===== config.mk =====
export PLATFORM = sky130hd
export DESIGN_NAME = dds_phase_gen
export DESIGN_NICKNAME = d
export VERILOG_FILES = /design/src/rtl/dds_phase_gen.sv
export SDC_FILE = /design/constraint.sdc
export NUM_CORES = 1
export LEC_CHECK = 0
export CAP_MARGIN = 20
export CELL_PAD_IN_SITES_DETAIL_PLACEMENT = 2
export CELL_PAD_IN_SITES_GLOBAL_PLACEMENT = 2
export CORE_MARGIN = 1.5
export CORE_UTILIZATION = 40
export CTS_CLUSTER_SIZE = 8
export DETAILED_ROUTE_END_ITERATION = 6
export HOLD_SLACK_MARGIN = 0.03
export PLACE_DENSITY_LB_ADDON = 0.1
export SETUP_SLACK_MARGIN = 0.1
export SYNTH_ARGS = -nofsm -noshare
export SYNTH_HDL_FRONTEND = slang
export SYNTH_SLANG_ARGS = --single-unit
export TNS_END_PERCENT = 20

===== constraint.sdc =====
create_clock -name clk -period 6.26 [get_ports clk]
set_input_delay 1.878 -clock clk [delete_from_list [all_inputs] [get_ports clk]]
set_output_delay 1.878 -clock clk [all_outputs]
set_load 0.05 [all_outputs]

===== src/rtl/dds_phase_gen.sv =====
// Phase-accumulator DDS front end: quarter-wave ROM addressing, sign restoration and a
// phase-continuous tuning-word handshake that swaps words only on accumulator wrap.
module dds_phase_gen #(
    parameter int unsigned PHASE_W = 32
) (
    input  logic               clk,
    input  logic               rst_n,
    input  logic               en,
    input  logic               phase_clr,
    input  logic [PHASE_W-1:0] ftw,
    input  logic               ftw_valid,
    output logic               ftw_ready,
    output logic [8:0]         rom_adrs,
    input  logic [15:0]        rom_data,
    output logic [16:0]        outsine,
    output logic               out_valid,
    output logic               wrap
);

    typedef enum logic {StIdle, StPend} state_e;

    state_e             state_q, state_d;
    logic [PHASE_W-1:0] acc_q, acc_d;
    logic [PHASE_W-1:0] ftw_act_q, ftw_act_d;
    logic [PHASE_W-1:0] ftw_pend_q, ftw_pend_d;
    logic               ftw_ready_q, ftw_ready_d;
    logic               wrap_q, wrap_d;
    logic               sign_q, sign_d;
    logic [8:0]         rom_adrs_q, rom_adrs_d;
    logic [16:0]        outsine_q, outsine_d;
    logic [1:0]         valid_q, valid_d;

    logic [PHASE_W:0]   sum;
    logic               carry;
    logic [1:0]         quad;
    logic [8:0]         idx;

    // Accumulator and wrap detection
    always_comb begin
        sum    = {1'b0, acc_q} + {1'b0, ftw_act_q};
        carry  = en & ~phase_clr & sum[PHASE_W];
        wrap_d = carry;
        acc_d  = acc_q;
        if (phase_clr) begin
            acc_d = '0;
        end else if (en) begin
            acc_d = sum[PHASE_W-1:0];
        end
    end

    // Tuning-word handshake; ready_q is low for the first cycle out of reset
    always_comb begin
        state_d    = state_q;
        ftw_pend_d = ftw_pend_q;
        ftw_act_d  = ftw_act_q;
        unique case (state_q)
            StIdle: begin
                if (ftw_ready_q && ftw_valid) begin
                    ftw_pend_d = ftw;
                    state_d    = StPend;
                end
            end
            StPend: begin
                if (carry || !en || phase_clr) begin
                    ftw_act_d = ftw_pend_q;
                    state_d   = StIdle;
                end
            end
        endcase
        ftw_ready_d = (state_d == StIdle);
    end

    // Two-stage output pipeline, frozen while en is low
    always_comb begin
        quad       = acc_q[PHASE_W-1 -: 2];
        idx        = acc_q[PHASE_W-3 -: 9];
        rom_adrs_d = rom_adrs_q;
        sign_d     = sign_q;
        outsine_d  = outsine_q;
        if (en) begin
            rom_adrs_d = quad[0] ? ~idx : idx;
            sign_d     = quad[1];
            outsine_d  = sign_q ? -{1'b0, rom_data} : {1'b0, rom_data};
        end
        valid_d = {valid_q[0], en};
    end

    always_ff @(posedge clk or negedge rst_n) begin
        if (!rst_n) begin
            state_q     <= StIdle;
            acc_q       <= '0;
            ftw_act_q   <= '0;
            ftw_pend_q  <= '0;
            ftw_ready_q <= 1'b0;
            wrap_q      <= 1'b0;
            sign_q      <= 1'b0;
            rom_adrs_q  <= '0;
            outsine_q   <= '0;
            valid_q     <= '0;
        end else begin
            state_q     <= state_d;
            acc_q       <= acc_d;
            ftw_act_q   <= ftw_act_d;
            ftw_pend_q  <= ftw_pend_d;
            ftw_ready_q <= ftw_ready_d;
            wrap_q      <= wrap_d;
            sign_q      <= sign_d;
            rom_adrs_q  <= rom_adrs_d;
            outsine_q   <= outsine_d;
            valid_q     <= valid_d;
        end
    end

    assign ftw_ready = ftw_ready_q;
    assign rom_adrs  = rom_adrs_q;
    assign outsine   = outsine_q;
    assign wrap      = wrap_q;
    assign out_valid = valid_q[1] & en;

endmodule


Word level (Yosys, flattened, before mapping):

Index checks and enable logic that the tools add are counted.

* register bits: 128
* output and inout port bits: 29
* logic and storage cells: 33

* $add $sub $neg: 2
* muxes and demuxes: 7
* bitwise operators: 7
* reduce and logical (&&, ||, !) cells: 7

Operators by type and width (number)
* $mux W32: 2
* $add A32 B32 Y33: 1
* $mux W17: 1
* $neg A16 Y17: 1
* $mux W9: 1
* $not A9 Y9: 1
* $reduce_and A2 Y1: 2
* $and A1 B1 Y1: 3
* $not A1 Y1: 3
* $logic_or A1 B1 Y1: 2
* $mux W1: 2
* $pmux W1 S2: 1
* $reduce_bool A2 Y1: 1
* $logic_and A1 B1 Y1: 1
* $logic_not A1 Y1: 1

Longest topological paths before layout:

Gate-level depths: netlist (run 1).

* word-level depth: 8
* gate-level depth with buffers: 11

Least setup slack after synthesis (run 1):

Ideal clock, no wire load.

* kind: input -> output
* start: in en
* end: out out_valid
* data arrival time: 3.093 ns
* data required time: 4.382 ns
* setup slack: 1.289 ns
* cell stages on the path: 4
* path through: clkbuf_1 clkbuf_1 clkbuf_1 and2_1

* longest elaborated chain between the ends: 1

Ends and longest elaborated chain
* start: declaration: RTL line 8 `input logic en,`
* $and A1 B1 Y1: RTL line 118 `assign out_valid = valid_q[1] & en;`
* end: declaration: RTL line 16 `output logic out_valid,`

Every way passes these cells.

Worst setup path in the final report (run 1):

Same ends and word-level chain as after synthesis.

==> results of run 1 <==
-- routing by layer --
metal,vias to the layer above,global-route usage,part of all wire
met5,-,0,0
met3,19,0.0467,0.024
li1,2490,-,-
met4,0,0.0597,0.013
met2,65,0.391,0.53
met1,2747,0.258,0.43
-- per-stage QoR --
| stage | hold slack, ns | util | cell area, um2 | std cells | setup slack (ns) |
|---|---|---|---|---|---|
| finish | 0.358 | 0.500 | 8670 | 960 | 1.48 |
| detailed placement | 0.339 | 0.466 | 8090 | 928 | 1.48 |
| global placement | 0.337 | 0.466 | 8090 | 928 | 1.52 |
| floorplan | 0.331 | - | 7130 | 647 | 1.29 |
| global route | 0.374 | 0.500 | 8670 | 960 | 1.45 |
| CTS | 0.357 | 0.500 | 8670 | 960 | 1.48 |
-- synthesized netlist by cell type, drive strengths merged, types with 3 or more instances --
master | count | area [um2]
xnor2 | 22 | 193
a21oi | 53 | 273
a211o | 3 | 26.3
ha | 33 | 413
dfrtp | 128 | 3200
buf | 6 | 72.6
o21a | 6 | 45.0
o211ai | 5 | 37.5
o31ai | 6 | 58.8
xor2 | 18 | 158
nor2b | 5 | 33.8
a211oi | 11 | 82.6
a31o | 3 | 26.3
nor3 | 6 | 30.0
and3 | 4 | 25.0
mux2 | 71 | 912
mux2i | 15 | 150
nor2 | 59 | 221
a31oi | 3 | 40.0
clkbuf | 25 | 93.8
nand3b | 4 | 30.0
nand4 | 7 | 43.8
nand3 | 15 | 75.1
nand2b | 7 | 43.8
a21o | 19 | 143
or3 | 4 | 25.0
o21bai | 4 | 30.0
nand2 | 34 | 128
o21ai | 24 | 124
nor3b | 4 | 30.0
a21boi | 3 | 22.5
inv | 10 | 37.5
-- worst paths after layout --
kind / startpoint / to / slack, ns / cells after the start
max reg2reg: acc_q[0] / ftw_act_q[31] / 2.71 / 11
max: en / out_valid / 1.48 / 3
min reg2reg: valid_q[0] / valid_q[1] / 0.36 / 0
max in group asynchronous: rst_n / acc_q[30] / 3.75 / 2
min: valid_q[0] / valid_q[1] / 0.36 / 0
min in group asynchronous: rst_n / outsine[6] / 1.50 / 1
-- cells in the final DEF (no fill, tap or decap), types with 10 or more instances in the layout --
| cell type | Yosys | final |
|---|---|---|
| clkbuf_16 | 0 | 17 |
| ha_1 | 33 | 33 |
| mux2_2 | 41 | 41 |
| xor2_1 | 18 | 18 |
| dfrtp_1 | 128 | 128 |
| nand2_1 | 34 | 34 |
| mux2i_1 | 15 | 15 |
| nor2_1 | 59 | 59 |
| a211oi_1 | 11 | 11 |
| inv_1 | 10 | 10 |
| a21o_1 | 19 | 19 |
| mux2_4 | 30 | 30 |
| a21oi_1 | 51 | 51 |
| o21ai_0 | 22 | 22 |
| nand3_1 | 15 | 15 |
| clkdlybuf4s50_1 | 0 | 78 |
| xnor2_1 | 22 | 22 |
-- sequential cells by signal, summed over array words and instances, names as in the netlist --
register / flops
ftw_pend_q: 32
valid_q: 2
acc_q: 32
state_q: 1
sign_q: 1
outsine: 17
rom_adrs: 9
ftw_ready: 1
ftw_act_q: 32
wrap: 1
-- cell type report --
type / instances / area (um2)
fill: 1755 / 8680
clock buffer: 23 / 478
clock inverter: 9 / 108
multi-input combinational: 478 / 3720
inverter: 10 / 37.5
sequential: 128 / 3200
tap: 225 / 282
timing repair buffer: 87 / 843
-- cells by family (layout without fill, tap and decap cells) --
group | count (synthesis) | after routing | synth area share
AND/OR/NAND/NOR | 161 | 161 | 0.110
AO/OA/AOI/OAI | 157 | 157 | 0.154
flip-flops | 128 | 128 | 0.449
multiplexers | 86 | 86 | 0.149
buffers and inverters | 41 | 129 | 0.0286
XOR/XNOR | 40 | 40 | 0.0491
adder cells (fa/ha/maj) | 34 | 34 | 0.0607
-- power groups by stage --
stage / combinational [uW] / sequential [uW] / clock, uW
after floorplan: 1810 / 1660 / 0
after detailed placement: 2650 / 1520 / 0
after global routing: 2930 / 1550 / 1040
after global placement: 2530 / 1490 / 0
after CTS: 2700 / 1510 / 1010
final: 2670 / 1500 / 986
==> run summary, run 1 <==
Share of power burned in registers - 0.291
H-tree Lvls - 4
DR DRC count - 0
First-pass GRT wire length - 31.2 mm
Status - complete, no violations
Worst-path clk slew - 0.06 ns
Largest net degree at the start of global routing - 70
Min Tclk post-route - 4.78 ns
CP endpoint kind - output pin
I/O Buffers - 81
HPWL after DPL - 13.3 mm
Synth cell types - 67
Initial antenna violation count - 0
Vias per cell - 5.54
# hold bufs at CTS - 0
Worst-path cell with the longest stage delay - clkdlybuf4s50_1
Post-synth ARST share - 1.00
Max Freq - 209 MHz
Number of synthesized flops with an enable pin - 0
Buf+Inv Stages, Crit Path - 2
GRT Overall Usage - 0.216
Syn-to-layout area delta - 21.7%
Die area - 18600 um2
Leakage Power - 0.00389 uW
Initial Util - 0.411
Crit Path Category - in2out
GRT Residual Overflow - 0
Final ANT Viol Nets - 0
Hold Crit Class - reg2reg
CTS tree - done
Max-cap viol count - 0
Clock power share - 0.191
Die Width - 137 um
Pwr Density - 594 nW/um2
Predominant post-synthesis flop cell - dfrtp_1
NumNets Final - 809
Io pins - 82
Net Switching - 2140 uW
Power Total - 5160 uW
Fin. Hold Viols - 0
Final period util - 0.763
Initial DRC count - 209
Crit path largest cell delay - 0.80 ns
Std cell rows - 48
Final GP Congestion - 0.820
# clock sinks - 128
Setup Skew - 0.00717 ns
Ys Warns - 0
Internal power - 3020 uW
FF+latch count, synth - 128
Final setup viols - 0
Setup TNS - 0 ns
CTS root buf - clkbuf_16
1st-pass router iterations - 4
Gate power share - 0.517
Core box area - 17400 um2
Crit path cell chain - buf_2, and2_1, clkdlybuf4s50_1
Worst Path Max Fanout - 2
Antenna Cells - 0
Worst EP required - 4.38 ns
WL final - 18.7 mm
Clock insertion delay at the later pin of the skew report - 0.42 ns
Syn nets - 734
CTS resizes - 0
Avg Cell Area, Syn - 11.0 um2
Slew @ Worst Pin - 0.845 ns
TritonCTS Buffers - 17
Top delay family on crit path - buffers and inverters
DIE HEIGHT - 137 um
Setup repair bufs after CTS - 0
Avg WL per Cell - 19.5 um
Number of global-route vias before repair - 6037
CTS max path bufs - 2
RSZ-0062 raised after global routing - no
Critical Path AT - 2.90 ns
Switching Fraction - 0.415
Share of layout cells above drive strength 1 - 0.169
Sequential fraction of the synthesis area - 0.449
Pins Over Slew Limit - 0
Vias post-DR - 5321
Maximum vdd drop - 0.000287 V
Critical path launch point type - input port
Max_slew headroom - 0.437
Synth Cell Area - 7130 um2
Mapped Cells - 647
(Power assumes the default switching activity.)
==> inputs of run 2 (changes only) <==
--- a/config.mk
+++ b/config.mk
@@ -9,7 +9,7 @@
 export CELL_PAD_IN_SITES_DETAIL_PLACEMENT = 2
 export CELL_PAD_IN_SITES_GLOBAL_PLACEMENT = 2
 export CORE_MARGIN = 1.5
-export CORE_UTILIZATION = 40
+export CORE_UTILIZATION = 34
 export CTS_CLUSTER_SIZE = 8
 export DETAILED_ROUTE_END_ITERATION = 6
 export HOLD_SLACK_MARGIN = 0.03
==> constraint.sdc (replaced) <==
create_clock -name clk -period 4.1 [get_ports clk]
set_input_delay 1.23 -clock clk [delete_from_list [all_inputs] [get_ports clk]]
set_output_delay 1.23 -clock clk [all_outputs]
set_load 0.05 [all_outputs]
==> run 2 against run 1 <==
  * Global-route usage decreased by 3.5 points
  * Clock power increased by 43%
  * Wire length decreased by 1.1%
  * Worst hold slack worse by 0.0055 ns
  * Core utilization is 7.2 points lower
  * Count of clock-buffer cells in the layout fell by 3
  * Sequential share of layout area down 0.31 points
  * Via count down 0.51%
  * Critical path type is now reg2reg
  * Largest cell class unchanged
  * Highest routed layer unchanged
==> run summary, run 2 (same netlist as run 1, synthesis figures left out) <==
Status - complete, no violations
Leakage Power - 0.00390 uW (+0.24%)
Max-cap viol count - 0 (unchanged)
Setup repair bufs after CTS - 0 (unchanged)
Final hold slack - 0.352 ns (-0.00551 ns)
# hold bufs at CTS - 0 (unchanged)
Final ANT Viol Nets - 0 (unchanged)
Fill cell count - 2134 (+22%)
Fin. Hold Viols - 0 (unchanged)
Initial antenna violation count - 0 (unchanged)
Number of global-route vias before repair - 5990 (-0.78%)
Max_slew headroom - 0.457 (+0.0203)
Vias post-DR - 5294 (-0.51%)
DR DRC count - 0 (unchanged)
GRT Overall Usage - 0.181 (-0.0353)
Clock insertion delay at the later pin of the skew report - 0.42 ns (about the same)
GRT Residual Overflow - 0 (unchanged)
# clock sinks - 128 (unchanged)
Critical path launch point type - flop
Worst Path Max Fanout - 32 (+30)
Final setup viols - 0 (unchanged)
Io pins - 82 (unchanged)
Area of the multi-input gates - 3720 um2 (unchanged)
CTS root buf - clkbuf_16
Initial DRC count - 150 (-28%)
Die Width - 148 um (+8.3%)
Core box area - 20400 um2 (+18%)
H-tree Lvls - 4 (unchanged)
CTS max path bufs - 2 (unchanged)
DIE HEIGHT - 148 um (+8.3%)
Slew @ Worst Pin - 0.814 ns (-0.0304 ns)
Buf+Inv Stages, Crit Path - 1 (-1)
Initial Util - 0.349 (-0.0618)
Vias per cell - 5.26 (-5.1%)
Min Tclk post-route - 3.31 ns
Avg WL per Cell - 18.4 um (-5.6%)
Top delay family on crit path - compound AO/OA/AOI/OAI gates
Critical Path AT - 3.62 ns (+0.72 ns)
Worst-path clk slew - 0.06 ns (about the same)
Syn-to-layout area delta - 22.7%
Die area - 21800 um2 (+17%)
First-pass GRT wire length - 31.2 mm (+0.18%)
RSZ-0062 raised after global routing - no
1st-pass router iterations - 4 (unchanged)
Final period util - 0.808
Maximum vdd drop - 0.000301 V (+4.9%)
Worst-path cell with the longest stage delay - fa_1
TritonCTS Buffers - 17 (unchanged)
Worst EP required - 4.40 ns (+0.02 ns)
Std cell rows - 52 (+8.3%)
I/O Buffers - 81 (unchanged)
Commonest non-fill, non-tap cell in the layout - dfrtp_1
Most frequent cells in the layout - 128 x dfrtp_1, 78 x clkdlybuf4s50_1, 59 x nor2_1, 51 x a21oi_1, 41 x mux2_2
Share of layout cells above drive strength 1 - 0.173 (+0.00385)
Setup TNS - 0 ns (unchanged)
Setup Skew - 0.00640 ns (-0.000771 ns)
WL final - 18.5 mm (-1.1%)
Crit path largest cell delay - 0.45 ns (-0.35 ns)
Reg area - 3200 um2 (unchanged)
Crit Path Category - reg2reg
Crit path cell chain - ha_1, fa_1, a211oi_1, o21ai_2, a31oi_2, a31oi_4, a21oi_2, nor2b_2, o31ai_4, buf_12, mux2_2
Pins Over Slew Limit - 0 (unchanged)
HPWL after DPL - 13.2 mm (-0.79%)
Max Freq - 302 MHz
Final GP Congestion - 0.748 (-8.8%)
Top Registers - acc_q x32, ftw_act_q x32, ftw_pend_q x32
Largest net degree at the start of global routing - 98 (+40%)
Antenna Cells - 0 (unchanged)
Hold Crit Class - reg2reg
CP endpoint kind - flop
Pwr Density - 888 nW/um2 (+49%)
CTS tree - done
NumNets Final - 811 (+0.25%)
CTS resizes - 0 (unchanged)
[run 2: layer usage]
metal  GRT usage  vias to the layer above  wire length, um
li1            -                     2497                -
met1       0.221                     2723             8320
met2       0.321                       59             9490
met3      0.0392                       15              463
met4      0.0485                        0              217
met5           0                        -                0
[run 2: stage by stage]
stage / utilization / std cells / setup slack [ns] / instance area [um2] / total power (uW)
5_1_grt: 0.428 / 1006 / 0.568 / 8750 / 8360
4_1_cts: 0.428 / 1006 / 0.716 / 8750 / 7890
3_3_place_gp: 0.401 / 975 / 0.581 / 8200 / 6210
2_1_floorplan: - / 647 / 0.425 / 7130 / 5290
3_5_place_dp: 0.401 / 975 / 0.516 / 8200 / 6390
6_report: 0.428 / 1006 / 0.785 / 8750 / 7770
[run 2: worst paths after layout]
check | start | end | slack [ns] | cells after the start
worst max-delay path | acc_q[0] | ftw_act_q[31] | 0.79 | 11
worst min-delay path | valid_q[0] | valid_q[1] | 0.35 | 0
worst max register to register | acc_q[0] | ftw_act_q[31] | 0.79 | 11
worst min register to register | valid_q[0] | valid_q[1] | 0.35 | 0
max in group asynchronous | rst_n | ftw_act_q[12] | 2.42 | 2
min in group asynchronous | rst_n | outsine[8] | 0.88 | 1
[run 2: layout make-up]
class,instances,share of cell area
clock buffers,20,0.0522
multi-input cells,478,0.426
well taps,270,0.0386
flip-flops and latches,128,0.366
repair buffers,89,0.103
clock inverters,11,0.0104
inverters,10,0.00429
[run 2: power by group]
part | switching [uW] | internal [uW]
combinational | 2240 | 1830
sequential | 435 | 1850
clock | 553 | 854
total | 3230 | 4530
[run 2: worst register-to-register path, delay by kind of cell (launching register included)]
kind / cells / cell delay, ns
buf+inv: 1 / 0.30
flops: 1 / 0.38
simple gates: 1 / 0.09
fa+ha+maj: 2 / 0.70
mux: 1 / 0.38
compound gates: 6 / 1.34
==> inputs of run 3 (changes only) <==
--- a/config.mk
+++ b/config.mk
@@ -9,7 +9,7 @@
 export CELL_PAD_IN_SITES_DETAIL_PLACEMENT = 2
 export CELL_PAD_IN_SITES_GLOBAL_PLACEMENT = 2
 export CORE_MARGIN = 1.5
-export CORE_UTILIZATION = 34
+export CORE_UTILIZATION = 37
 export CTS_CLUSTER_SIZE = 8
 export DETAILED_ROUTE_END_ITERATION = 6
 export HOLD_SLACK_MARGIN = 0.03
==> constraint.sdc (replaced) <==
create_clock -name clk -period 3.2 [get_ports clk]
set_input_delay 0.96 -clock clk [delete_from_list [all_inputs] [get_ports clk]]
set_output_delay 0.96 -clock clk [all_outputs]
set_load 0.05 [all_outputs]
==> run 3 against run 2 <==
  * Global-route usage increased by 2.6 points
  * Sequential cell count stayed put
  * Critical endpoint is now ftw_act_q[1]
  * Setup slack worse by 0.60 ns
==> run summary, run 3 (same netlist as run 1, synthesis figures left out) <==
Status - complete, no violations
DR DRC count - 0 (unchanged)
Pins Over Slew Limit - 0 (unchanged)
Buf+Inv Stages, Crit Path - 2 (+1)
Max_slew headroom - 0.613 (+0.156)
Worst-path cell with the longest stage delay - dfrtp_1
Hold path depth - 0 (unchanged)
TritonCTS Buffers - 17 (unchanged)
CTS root buf - clkbuf_16
Final GP Congestion - 0.799 (+6.9%)
RSZ-0062 raised after global routing - yes
GRT Overall Usage - 0.206 (+0.0256)
H-tree Lvls - 4 (unchanged)
GR Layer Usage met3 - 0.0321 (-0.00714)
Final setup viols - 0 (unchanged)
Top delay family on crit path - compound AO/OA/AOI/OAI gates
First-pass GRT wire length - 32.3 mm (+3.6%)
NumNets Final - 833 (+2.7%)
Power Total - 10400 uW (+34%)
Critical path launch point type - flop
# hold bufs at CTS - 0 (unchanged)
Crit path cell chain - ha_2, fa_2, a211oi_2, o21ai_2, a31oi_2, a31oi_4, a21oi_2, nor2b_2, o31ai_4, buf_6, clkbuf_16, mux2_4
Reg area - 3200 um2 (unchanged)
Antenna Cells - 0 (unchanged)
GRT Residual Overflow - 0 (unchanged)
Syn-to-layout area delta - 26.6%
1st-pass router iterations - 4 (unchanged)
Setup Skew - 0.00969 ns (+0.00329 ns)
Switching Fraction - 0.416 (about the same)
Fill cell count - 1891 (-11%)
Grt met2 use - 0.372 (+0.0510)
CTS max path bufs - 2 (unchanged)
Fin area - 9020 um2 (+3.2%)
Share of layout cells above drive strength 1 - 0.206 (+0.0330)
Global Route met1 Usage - 0.250 (+0.0289)
Most frequent cells in the layout - 128 x dfrtp_1, 78 x clkdlybuf4s50_1, 59 x nor2_1, 51 x a21oi_1, 41 x mux2_2
Worst-path clk slew - 0.05 ns (about the same)
Std cell rows - 50 (-3.8%)
Initial antenna violation count - 0 (unchanged)
Final ANT Viol Nets - 0 (unchanged)
Pre-CTS setup slack - -0.104 ns (-0.620 ns)
Top Registers - acc_q x32, ftw_act_q x32, ftw_pend_q x32
Fin. Hold Viols - 0 (unchanged)
I/O Buffers - 81 (unchanged)
Initial Util - 0.379 (+0.0296)
Final WS setup - 0.190 ns (-0.595 ns)
Gr busiest metal - met2
Core box area - 18800 um2 (-7.8%)
Die Width - 142 um (-4.1%)
Worst path depth - 12 (+1)
Critical Path AT - 3.31 ns (-0.31 ns)
CTS tree - done
Worst EP required - 3.50 ns (-0.90 ns)
Leakage Power - 0.00404 uW (+3.8%)
HPWL after DPL - 13.6 mm (+3.4%)
Min Tclk post-route - 3.01 ns (-0.305 ns)
Share of power burned in registers - 0.283 (-0.011)
Worst Path Max Fanout - 6 (-81%)
Slew @ Worst Pin - 0.580 ns (-0.235 ns)
Number of global-route vias before repair - 6089 (+1.7%)
Die area - 20100 um2 (-7.9%)
Max Freq - 332 MHz (+10%)
Crit Path Category - reg2reg
Maximum vdd drop - 0.000477 V (+58%)
Gate power share - 0.532 (+0.007)
Max-cap viol count - 0 (unchanged)
Crit path largest cell delay - 0.39 ns (-0.06 ns)
Initial DRC count - 190 (+27%)
Pwr Density - 1160 nW/um2 (+30%)
Commonest non-fill, non-tap cell in the layout - dfrtp_1
R2R depth - 12 (+1)
Largest net degree at the start of global routing - 97 (-1.0%)
Final period util - 0.941 (+0.132)
Hold Crit Class - reg2reg
Avg WL per Cell - 19.9 um (+8.4%)
Clock power share - 0.185 (+0.004)
DIE HEIGHT - 142 um (-4.1%)
Io pins - 82 (unchanged)
DP Area - 8280 um2 (+1.0%)
Vias post-DR - 5461 (+3.2%)
Clock insertion delay at the later pin of the skew report - 0.43 ns (about the same)
WL final - 20.3 mm (+9.8%)
# clock sinks - 128 (unchanged)
Net Switching - 4340 uW (+34%)
Area of the multi-input gates - 3750 um2 (+0.71%)
Vias per cell - 5.36 (+1.8%)
Internal power - 6090 uW (+34%)
CP endpoint kind - flop
run 3: layout make-up:
class | count | area share
clock buffers | 21 | 0.0521
clock inverters | 11 | 0.0125
multi-input cells | 478 | 0.415
inverters | 10 | 0.00416
repair buffers | 111 | 0.125
well taps | 260 | 0.0361
flip-flops and latches | 128 | 0.355
run 3: power by group through the flow:
stage          clock, uW  sequential [uW]  combinational (uW)
2_1_floorplan          0             3240                3540
3_3_place_gp           0             2920                5060
3_5_place_dp           0             2980                5300
4_1_cts             1970             2970                5420
5_1_grt             2030             3050                6060
6_report            1930             2950                5550
run 3: metal layers:
metal | vias to the layer above | share of wire | routed length, um
li1 | 2545 | - | -
met1 | 2811 | 0.44 | 8890
met2 | 78 | 0.52 | 10600
met3 | 27 | 0.022 | 439
met4 | 0 | 0.020 | 414
met5 | - | 0 | 0
run 3: metrics by stage:
step | utilization | setup TNS, ns | hold WS (ns) | cells
floorplan | - | 0 | 0.331 | 647
global placement | 0.440 | -0.00525 | 0.335 | 976
detailed placement | 0.440 | -0.110 | 0.366 | 976
CTS | 0.471 | 0 | 0.378 | 1008
global route | 0.479 | 0 | 0.396 | 1019
finish | 0.479 | 0 | 0.367 | 1019
run 3: timing repair:
| action | CTS | global route |
|---|---|---|
| pin swaps | 0 | 7 |
| resized for setup | 1 | 9 |
| cloned | 0 | 3 |
| buffers inserted | 0 | 8 |
| endpoints found under the setup margin | 27 | 33 |
run 3: worst paths after layout:
| kind | startpoint | end | slack, ns |
|---|---|---|---|
| setup / recovery | acc_q[0] | ftw_act_q[1] | 0.19 |
| hold / removal | valid_q[0] | valid_q[1] | 0.37 |
| setup reg to reg | acc_q[0] | ftw_act_q[1] | 0.19 |
| hold reg to reg | valid_q[0] | valid_q[1] | 0.37 |
| max in group asynchronous | rst_n | ftw_act_q[18] | 1.90 |
| min in group asynchronous | rst_n | outsine[8] | 0.50 |
